## config.mk

```make
export PLATFORM = sky130hd
export DESIGN_NAME = mv_result_uart_tx
export DESIGN_NICKNAME = d
export VERILOG_FILES = /design/src/rtl/mv_result_uart_tx_pkg.sv /design/src/rtl/mv_sync_fifo.sv /design/src/rtl/mv_result_uart_tx.sv
export SDC_FILE = /design/constraint.sdc
export NUM_CORES = 1
export LEC_CHECK = 0
export CAP_MARGIN = 20
export CORE_MARGIN = 2
export CORE_UTILIZATION = 35
export DETAILED_ROUTE_END_ITERATION = 8
export PLACE_DENSITY = 0.53
export SLEW_MARGIN = 20
export SYNTH_ARGS = -nofsm -noshare
export SYNTH_HDL_FRONTEND = slang
export SYNTH_HIERARCHICAL = 1
export SYNTH_SLANG_ARGS = --single-unit
```

## constraint.sdc

```tcl
create_clock -name clk -period 2.4 [get_ports clk]
set_clock_uncertainty 0.05 [all_clocks]
set_input_delay 0.72 -clock clk [delete_from_list [all_inputs] [get_ports clk]]
set_output_delay 0.72 -clock clk [all_outputs]
set_load 0.01 [all_outputs]
```

## src/rtl/mv_result_uart_tx_pkg.sv

```systemverilog
// Shared definitions for the matrix-vector result UART transmitter:
// default word width, FSM state encoding and the parity helper.
package mv_result_uart_tx_pkg;

  localparam int unsigned MV_DATA_W = 6;

  typedef enum logic [2:0] {
    ST_IDLE   = 3'd0,
    ST_START  = 3'd1,
    ST_DATA   = 3'd2,
    ST_PARITY = 3'd3,
    ST_STOP   = 3'd4
  } tx_state_e;

  // Even parity: XOR of all bits, so the frame's total count of ones is even.
  function automatic logic even_parity(input logic [31:0] word);
    return ^word;
  endfunction

endpackage

```

## src/rtl/mv_sync_fifo.sv

```systemverilog
// Synchronous FIFO buffering result words ahead of the serial transmitter.
// Read data is the head word and is valid whenever the FIFO is not empty.
module mv_sync_fifo #(
  parameter int DATA_W     = 6,
  parameter int FIFO_DEPTH = 4,
  localparam int PTR_W     = $clog2(FIFO_DEPTH),
  localparam int CNT_W     = PTR_W + 1
) (
  input  logic              clk,
  input  logic              rst,
  input  logic              push,
  input  logic              pop,
  input  logic [DATA_W-1:0] wdata,
  output logic [DATA_W-1:0] rdata,
  output logic              full,
  output logic              empty,
  output logic [CNT_W-1:0]  count
);

  logic [DATA_W-1:0] mem_r [FIFO_DEPTH];
  logic [PTR_W-1:0]  wr_ptr_r;
  logic [PTR_W-1:0]  rd_ptr_r;
  logic [CNT_W-1:0]  count_r;
  logic              push_ok_s;
  logic              pop_ok_s;

  assign full      = (count_r == CNT_W'(FIFO_DEPTH));
  assign empty     = (count_r == {CNT_W{1'b0}});
  assign count     = count_r;
  assign rdata     = mem_r[rd_ptr_r];
  assign push_ok_s = push && !full;
  assign pop_ok_s  = pop && !empty;

  // Storage array; no reset needed since count gates every read.
  always_ff @(posedge clk) begin
    if (push_ok_s) begin
      mem_r[wr_ptr_r] <= wdata;
    end
  end

  // Pointers and occupancy; pointers wrap naturally because depth is a power of 2.
  always_ff @(posedge clk) begin
    if (rst) begin
      wr_ptr_r <= {PTR_W{1'b0}};
      rd_ptr_r <= {PTR_W{1'b0}};
      count_r  <= {CNT_W{1'b0}};
    end else begin
      if (push_ok_s) begin
        wr_ptr_r <= wr_ptr_r + PTR_W'(1);
      end
      if (pop_ok_s) begin
        rd_ptr_r <= rd_ptr_r + PTR_W'(1);
      end
      case ({push_ok_s, pop_ok_s})
        2'b10:   count_r <= count_r + CNT_W'(1);
        2'b01:   count_r <= count_r - CNT_W'(1);
        default: count_r <= count_r;
      endcase
    end
  end

endmodule

```

## src/rtl/mv_result_uart_tx.sv

```systemverilog
// Result-path UART transmitter: buffers words in a FIFO and sends each as
// start, DATA_W data bits LSB first, optional even parity, stop.
module mv_result_uart_tx
  import mv_result_uart_tx_pkg::*;
#(
  parameter int DATA_W       = MV_DATA_W,
  parameter int CLKS_PER_BIT = 16,
  parameter int FIFO_DEPTH   = 4,
  parameter int PARITY_EN    = 1,
  localparam int CNT_W       = $clog2(FIFO_DEPTH) + 1
) (
  input  logic              clk,
  input  logic              rst,
  input  logic [DATA_W-1:0] res_data,
  input  logic              res_valid,
  output logic              res_ready,
  output logic              tx_serial,
  output logic              tx_busy,
  output logic [CNT_W-1:0]  fifo_count,
  output logic              overflow
);

  localparam int BAUD_W = $clog2(CLKS_PER_BIT);
  localparam int IDX_W  = (DATA_W > 1) ? $clog2(DATA_W) : 1;

  tx_state_e         state_r;
  logic [BAUD_W-1:0] baud_r;
  logic [IDX_W-1:0]  bit_idx_r;
  logic [DATA_W-1:0] shift_r;
  logic              par_r;
  logic [DATA_W-1:0] head_s;
  logic              full_s;
  logic              empty_s;
  logic              push_s;
  logic              pop_s;
  logic              bit_end_s;

  assign res_ready = !full_s;
  assign push_s    = res_valid && res_ready;
  assign bit_end_s = (baud_r == BAUD_W'(CLKS_PER_BIT - 1));

  mv_sync_fifo #(
    .DATA_W     (DATA_W),
    .FIFO_DEPTH (FIFO_DEPTH)
  ) u_fifo (
    .clk   (clk),
    .rst   (rst),
    .push  (push_s),
    .pop   (pop_s),
    .wdata (res_data),
    .rdata (head_s),
    .full  (full_s),
    .empty (empty_s),
    .count (fifo_count)
  );

  // Pop the head word when a new frame begins: from IDLE, or chained after a stop bit.
  always_comb begin
    pop_s = 1'b0;
    if ((state_r == ST_IDLE) || ((state_r == ST_STOP) && bit_end_s)) begin
      pop_s = !empty_s;
    end else begin
      pop_s = 1'b0;
    end
  end

  // Frame FSM with baud counter, bit index, shift register and registered line.
  always_ff @(posedge clk) begin
    if (rst) begin
      state_r   <= ST_IDLE;
      baud_r    <= {BAUD_W{1'b0}};
      bit_idx_r <= {IDX_W{1'b0}};
      shift_r   <= {DATA_W{1'b0}};
      par_r     <= 1'b0;
      tx_serial <= 1'b1;
      tx_busy   <= 1'b0;
    end else begin
      case (state_r)
        ST_IDLE: begin
          baud_r <= {BAUD_W{1'b0}};
          if (pop_s) begin
            state_r   <= ST_START;
            shift_r   <= head_s;
            par_r     <= even_parity(32'(head_s));
            tx_serial <= 1'b0;
            tx_busy   <= 1'b1;
          end
        end
        ST_START: begin
          if (bit_end_s) begin
            state_r   <= ST_DATA;
            baud_r    <= {BAUD_W{1'b0}};
            bit_idx_r <= {IDX_W{1'b0}};
            tx_serial <= shift_r[0];
            shift_r   <= {1'b0, shift_r[DATA_W-1:1]};
          end else begin
            baud_r <= baud_r + BAUD_W'(1);
          end
        end
        ST_DATA: begin
          if (bit_end_s) begin
            baud_r <= {BAUD_W{1'b0}};
            if (bit_idx_r == IDX_W'(DATA_W - 1)) begin
              if (PARITY_EN != 0) begin
                state_r   <= ST_PARITY;
                tx_serial <= par_r;
              end else begin
                state_r   <= ST_STOP;
                tx_serial <= 1'b1;
              end
            end else begin
              bit_idx_r <= bit_idx_r + IDX_W'(1);
              tx_serial <= shift_r[0];
              shift_r   <= {1'b0, shift_r[DATA_W-1:1]};
            end
          end else begin
            baud_r <= baud_r + BAUD_W'(1);
          end
        end
        ST_PARITY: begin
          if (bit_end_s) begin
            state_r   <= ST_STOP;
            baud_r    <= {BAUD_W{1'b0}};
            tx_serial <= 1'b1;
          end else begin
            baud_r <= baud_r + BAUD_W'(1);
          end
        end
        ST_STOP: begin
          if (bit_end_s) begin
            baud_r <= {BAUD_W{1'b0}};
            if (pop_s) begin
              state_r   <= ST_START;
              shift_r   <= head_s;
              par_r     <= even_parity(32'(head_s));
              tx_serial <= 1'b0;
            end else begin
              state_r   <= ST_IDLE;
              tx_serial <= 1'b1;
              tx_busy   <= 1'b0;
            end
          end else begin
            baud_r <= baud_r + BAUD_W'(1);
          end
        end
        default: begin
          state_r   <= ST_IDLE;
          baud_r    <= {BAUD_W{1'b0}};
          tx_serial <= 1'b1;
          tx_busy   <= 1'b0;
        end
      endcase
    end
  end

  // Sticky flag for words offered while the FIFO was full.
  always_ff @(posedge clk) begin
    if (rst) begin
      overflow <= 1'b0;
    end else if (res_valid && !res_ready) begin
      overflow <= 1'b1;
    end else begin
      overflow <= overflow;
    end
  end

endmodule
```

# == Yosys cells after proc, flatten, opt, wreduce, memory -nomap -nowiden ==
# Memory sizes are Yosys's and may differ from the RTL's. A register that Yosys moved wholly into a read port is not among the register bits.
# Index checks and enable logic that the tools add are counted.
# op_classes
addsub,6
mul,0
n_div,0
magnitude_cmp,0
n_eq_ne,17
shift,0
n_mux,39
bitwise_logic,2
n_reduce_logical,24
# ops
op,n
32-bit parity,1
6-bit 2-to-1 mux,5
3-bit 2-to-1 mux,9
6-bit case mux with 4 select lines,1
1-bit 2-to-1 mux,16
3-bit case mux with 5 select lines,1
2-bit inequality test (second input constant),7
3-bit case mux with 2 select lines,2
5-bit AND reduction,2
3-bit equality test (second input constant),3
4-bit AND reduction,2
3-bit by 1-bit adder with 3-bit output (second input constant),2
3-bit by 2-bit equality test with 1-bit output (second input constant),2
3-bit zero test,2
6-bit AND reduction,1
2-bit nonzero test,3
3-bit OR reduction,2
1-bit logical AND,5
1-bit case mux with 5 select lines,1
2-bit by 1-bit adder with 2-bit output (second input constant),2
4-bit by 1-bit adder with 4-bit output (second input constant),1
4-bit equality test (second input constant),1
2-bit 2-to-1 mux,2
4-bit nonzero test,1
other kinds (12),14
# totals
ff_bits,27
latchBits,0
mem_bits_rw,24
mem_bits_ro,0
out_inout_bits,7
wordCells,100
mem_count,1
# memory_table
name,depth,word_bits,read_ports,rd_ports_with_merged_regs,write_ports,line,rtl
u_fifo.mem_r,4,6,1,1,1,mv_sync_fifo.sv:20,logic [DATA_W-1:0] mem_r [FIFO_DEPTH];

# == Depth between registers and ports, before layout ==
# logic_depth
ltp_word,7
ltp_mapped,12
mapped_depth_nobuf,11

# == Cells and area by module ==
# Netlist, hierarchy kept.
# modules_own_cells
module,instances,cells_each,area_each_um2
mv_sync_fifo,1,85,1336.3
mv_result_uart_tx,1,135,1177.4

# == Least setup slack after synthesis ==
# Ideal clock, no wire load.
# synth_timing
kind,register to register
from,"register u_fifo.count_r[0], in the netlist u_fifo/count[0]"
to,"register u_fifo.count_r[2], in the netlist u_fifo/count[2]"
setup_ns,0.070
t_arrival_ns,2.498
t_required_ns,2.280
slack_ns,-0.218
stages_incl_launch_ff,12
period_less_slack_ns,2.618
path_cell_list,dfxtp_1 > nor3_2 > or3_4 > a21oi_1 > o31ai_1 > inv_1 > ha_1 > inv_1 > fa_1 > xor2_1 > or3_1 > a21oi_1
# synth_via
elab_chain_len,6
# synth_rtl
element,line,rtl
"start, declared",mv_sync_fifo.sv:23,logic [CNT_W-1:0] count_r;
"start signal, assigned",mv_sync_fifo.sv:46,count_r <= {CNT_W{1'b0}};
"start signal, assigned",mv_sync_fifo.sv:55,2'b10: count_r <= count_r + CNT_W'(1);
"start signal, assigned",mv_sync_fifo.sv:56,2'b01: count_r <= count_r - CNT_W'(1);
3-bit zero test *,mv_sync_fifo.sv:28,assign empty = (count_r == {CNT_W{1'b0}});
via empty_s,mv_result_uart_tx.sv:33,logic empty_s;
1-bit zero test *,mv_result_uart_tx.sv:61,pop_s = !empty_s;
1-bit 2-to-1 mux *,mv_result_uart_tx.sv:60,if ((state_r == ST_IDLE) || ((state_r == ST_STOP) && bit_end_s)) begin
via pop_s,mv_result_uart_tx.sv:35,logic pop_s;
1-bit logical AND *,mv_sync_fifo.sv:32,assign pop_ok_s = pop && !empty;
via u_fifo.pop_ok_s,mv_sync_fifo.sv:25,logic pop_ok_s;
2-bit by 1-bit equality test with 1-bit output / 2-bit equality test (equally long branches),mv_sync_fifo.sv:54,"case ({push_ok_s, pop_ok_s})"
3-bit case mux with 2 select lines / 2-bit nonzero test (equally long branches),-,
# Mark *: on every way through the listed nets, which the timed path passes. The rest lies on a longest branch.
# A chain may end at the register's enable or synchronous reset.

# == Worst setup path in the final report ==
# layout_timing
from,"register u_fifo.count_r[2], in the netlist u_fifo/count[2]"
to,"register u_fifo.count_r[2], in the netlist u_fifo/count[2]"
# The elaborated chain is that of the path after synthesis.

==> results.md <==
* Cell taking the most area after synthesis: edfxtp_1
* Global-route wire length before repair at about 8.0 mm
* Final setup TNS at 0 ps
* Routed len/inst at about 13 um
* Post-layout instance area at between 0.003 and 0.004 sq mm
* Cell Rows at 30
* Via count at 1744
* Critical path endpoint category: flip-flop
* Top FF cell, synth: dfxtp_1
* Startpoint Class: flip-flop
* CTS tree: yes
* Seq cells post-synth at 53
* Root Buffer: clkbuf_8
* Hold Buf Count CTS at 0
* Vias in the first global route at 1683
* EDFF count, synth at 24
* RSZ-0062 raised after global routing: yes
* Synth warn at 6
* Die area at ~0.0079 sq mm
* Die H at around 90 um
* Mapped Cells at 220
* Initial antenna violation count at 0
* PwrDens at approximately 1000 mW/mm^2
* Hold WC Path Type: reg2reg
* Clk sinks at between 50 and 60
* Core area at between 0.006 and 0.007 sq mm
* Fin crit period at between 2000 and 2500 ps
* Initial Util at ~37%
* Net Count, Synth at about 240
* Clock buffer depth at 2
* Routed Antenna Nets at 0
* H-tree Lvls at 2
* Fillers at between 600 and 700
* Cts bufs inserted at 5
* Inst Count DP at about 350
* Max-cap violations at 0
* Final number of setup-violating endpoints at 0
* TritonRoute pass-1 iters at 4
* Post-place instance area at around 0.0029 sq mm
* Leak at approximately 1.1 nW
* Final WS setup at ~43 ps
* Pin count of the biggest net entering global routing at 28
* Worst slew margin at 71.91%
* Max Fclk at 424.3 MHz
* Gr usage total at approximately an eighth
* Largest fanout on the critical path at 2
* Ant. Diodes at 0
* Residual DRC count at 0
* Crit path kind: reg2reg
* Register area share after synthesis at around 52%
* Top cell type's share of synthesized area at about 29%
* # IOs at 16
* Nets@finish at approximately 280
* Main area contributors after synthesis: edfxtp_1, dfxtp_1, mux4_2, ha_1, a21oi_1
* Clock latency at the later pin of the worst-skew pair at roughly 310 ps
* Post-DP HPWL at 3.245 mm
* Synth Area per Inst at between 10 and 15 sq um
* Worst VDD drop at ~0.00052 V
* Total power at approximately 3.2 mW
* Non-filler instance count after layout at 363
* Synthesized area at approximately 0.0025 sq mm
* Grt ovf at 0
* DRT iter0 DRCs at approximately 80
* Reg clk slew, reported paths at roughly 100 ps
* Crit path DAT at about 2600 ps
* PortBufs at 15
* Hold Vio Cnt, Final at 0
* GPL Wtd Cong at 0.7779
* Worst slack, placed at -417.5 ps
* Cell variety after synth at 47
* Vias per cell at 4.804
* Syn-to-layout area delta at 24.09%
* Pins Over Slew Limit at 0
* Die W at around 89 um
* Tcrit/Tclk final at between 90% and 100%
* Outcome: completed
* Layout cell share with drive strength beyond 1 at approximately 27%
* Routed WL at ~4.6 mm
* Worst-margin pin slew at 417.6 ps
* Crit path required time at 2600 ps
* Async SR Flop Fraction at 0%
[logic make-up after synthesis]
group | share of synthesized area [%]
fa+ha+maj | 4.779
xor+xnor | 4.878
simple gates | 13.74
buf+inv | 5.525
flops | 51.77
compound gates | 10.90
mux | 8.412
[per-layer routing]
| metal | wire length (um) | up-vias | GRT usage, % |
|---|---|---|---|
| met1 | 2166 | 849 | 16.88 |
| met3 | 104 | 5 | 3.078 |
| li1 | - | 875 | - |
| met4 | 44 | 0 | 2.893 |
| met5 | 0 | - | 0 |
| met2 | 2309 | 15 | 22.05 |
[critical path, stage by stage (launching register included)]
cell     delay, ps
dfxtp_2        350
nor3_2          50
or3_4          340
a21oi_4        150
o31ai_4         90
inv_1           70
ha_2           180
inv_2           40
fa_2           350
xor2_1         180
or3_1          320
a21oi_2        120
[final timing paths]
check / startpoint / to / slack (ps) / cells past startpoint
min reg2reg: baud_r[0] / baud_r[0] / 380 / 1
min: baud_r[0] / baud_r[0] / 380 / 1
max reg2reg: u_fifo/count[2] / u_fifo/count[2] / 40 / 11
max: u_fifo/count[2] / u_fifo/count[2] / 40 / 11
[cell usage in the layout (no fill, tap or decap), types with 4 or more instances in the layout]
cell,instances
mux2_2,5
xor2_1,6
clkdlybuf4s50_1,13
inv_1,14
nor2_1,16
nand2_1,7
dfxtp_1,25
clkbuf_8,5
ha_1,7
o21ai_0,11
a21oi_1,17
edfxtp_1,24
xnor2_1,8
mux4_2,6
nor3_1,4
buf_4,31
and2_1,5
nand3_1,8
[metrics by stage]
stage / util [%] / hold slack, ps
CTS: 45.10 / 409.9
global placement: 42.66 / 379.2
floorplan: - / 367.6
global route: 45.41 / 411.3
finish: 45.41 / 377.1
detailed placement: 42.66 / 386.2
[Yosys cell counts (2+ instances only)]
cell type	number
or3_1	3
buf_2	2
a21oi_1	19
edfxtp_1	24
nand3_1	9
and2_1	5
clkbuf_8	2
dfxtp_1	29
and2b_2	3
mux4_2	6
ha_1	8
nor3_1	4
inv_1	15
xor2_1	6
o31ai_1	2
nor2b_1	4
mux2_2	5
xnor2_1	8
buf_6	3
or4_1	3
o211ai_1	2
nor2_1	16
mux2i_1	2
nand2_1	7
o21ai_0	11
[layout make-up]
type	count	area [sq um]	share of cell area (%)
Timing Repair Buffer	48	411.6	13.20
Inverter	16	60.06	1.925
Sequential cell	53	1311	42.04
Tap cell	96	120.1	3.851
Clock inverter	3	26.28	0.8424
Multi-Input combinational cell	142	1121	35.94
Clock buffer	5	68.82	2.206
[report_power, final]
group	internal, mW	switching, mW
logic	0.766	0.653
clock network	0.213	0.315
registers	1.13	0.106
total	2.11	1.07
[state kept, by name, indices dropped and copies added (netlist names), named ones only]
name and cells:
u_fifo/mem_r 24, shift_r 6, baud_r 4, bit_idx_r 3, state_r 3, u_fifo/count 3
u_fifo/rd_ptr_r 2, u_fifo/wr_ptr_r 2, overflow 1, par_r 1, tx_busy 1, tx_serial 1
[timing repair]
action / in CTS / in global routing
pin swaps: 4 / 0
hold endpoints to repair: 0 / 0
resized for setup: 8 / 4
gates cloned: 0 / 0
endpoints found under the setup margin: 2 / 1
setup buffers: 7 / 1
Note: power is estimated with default switching activity, not from simulation.
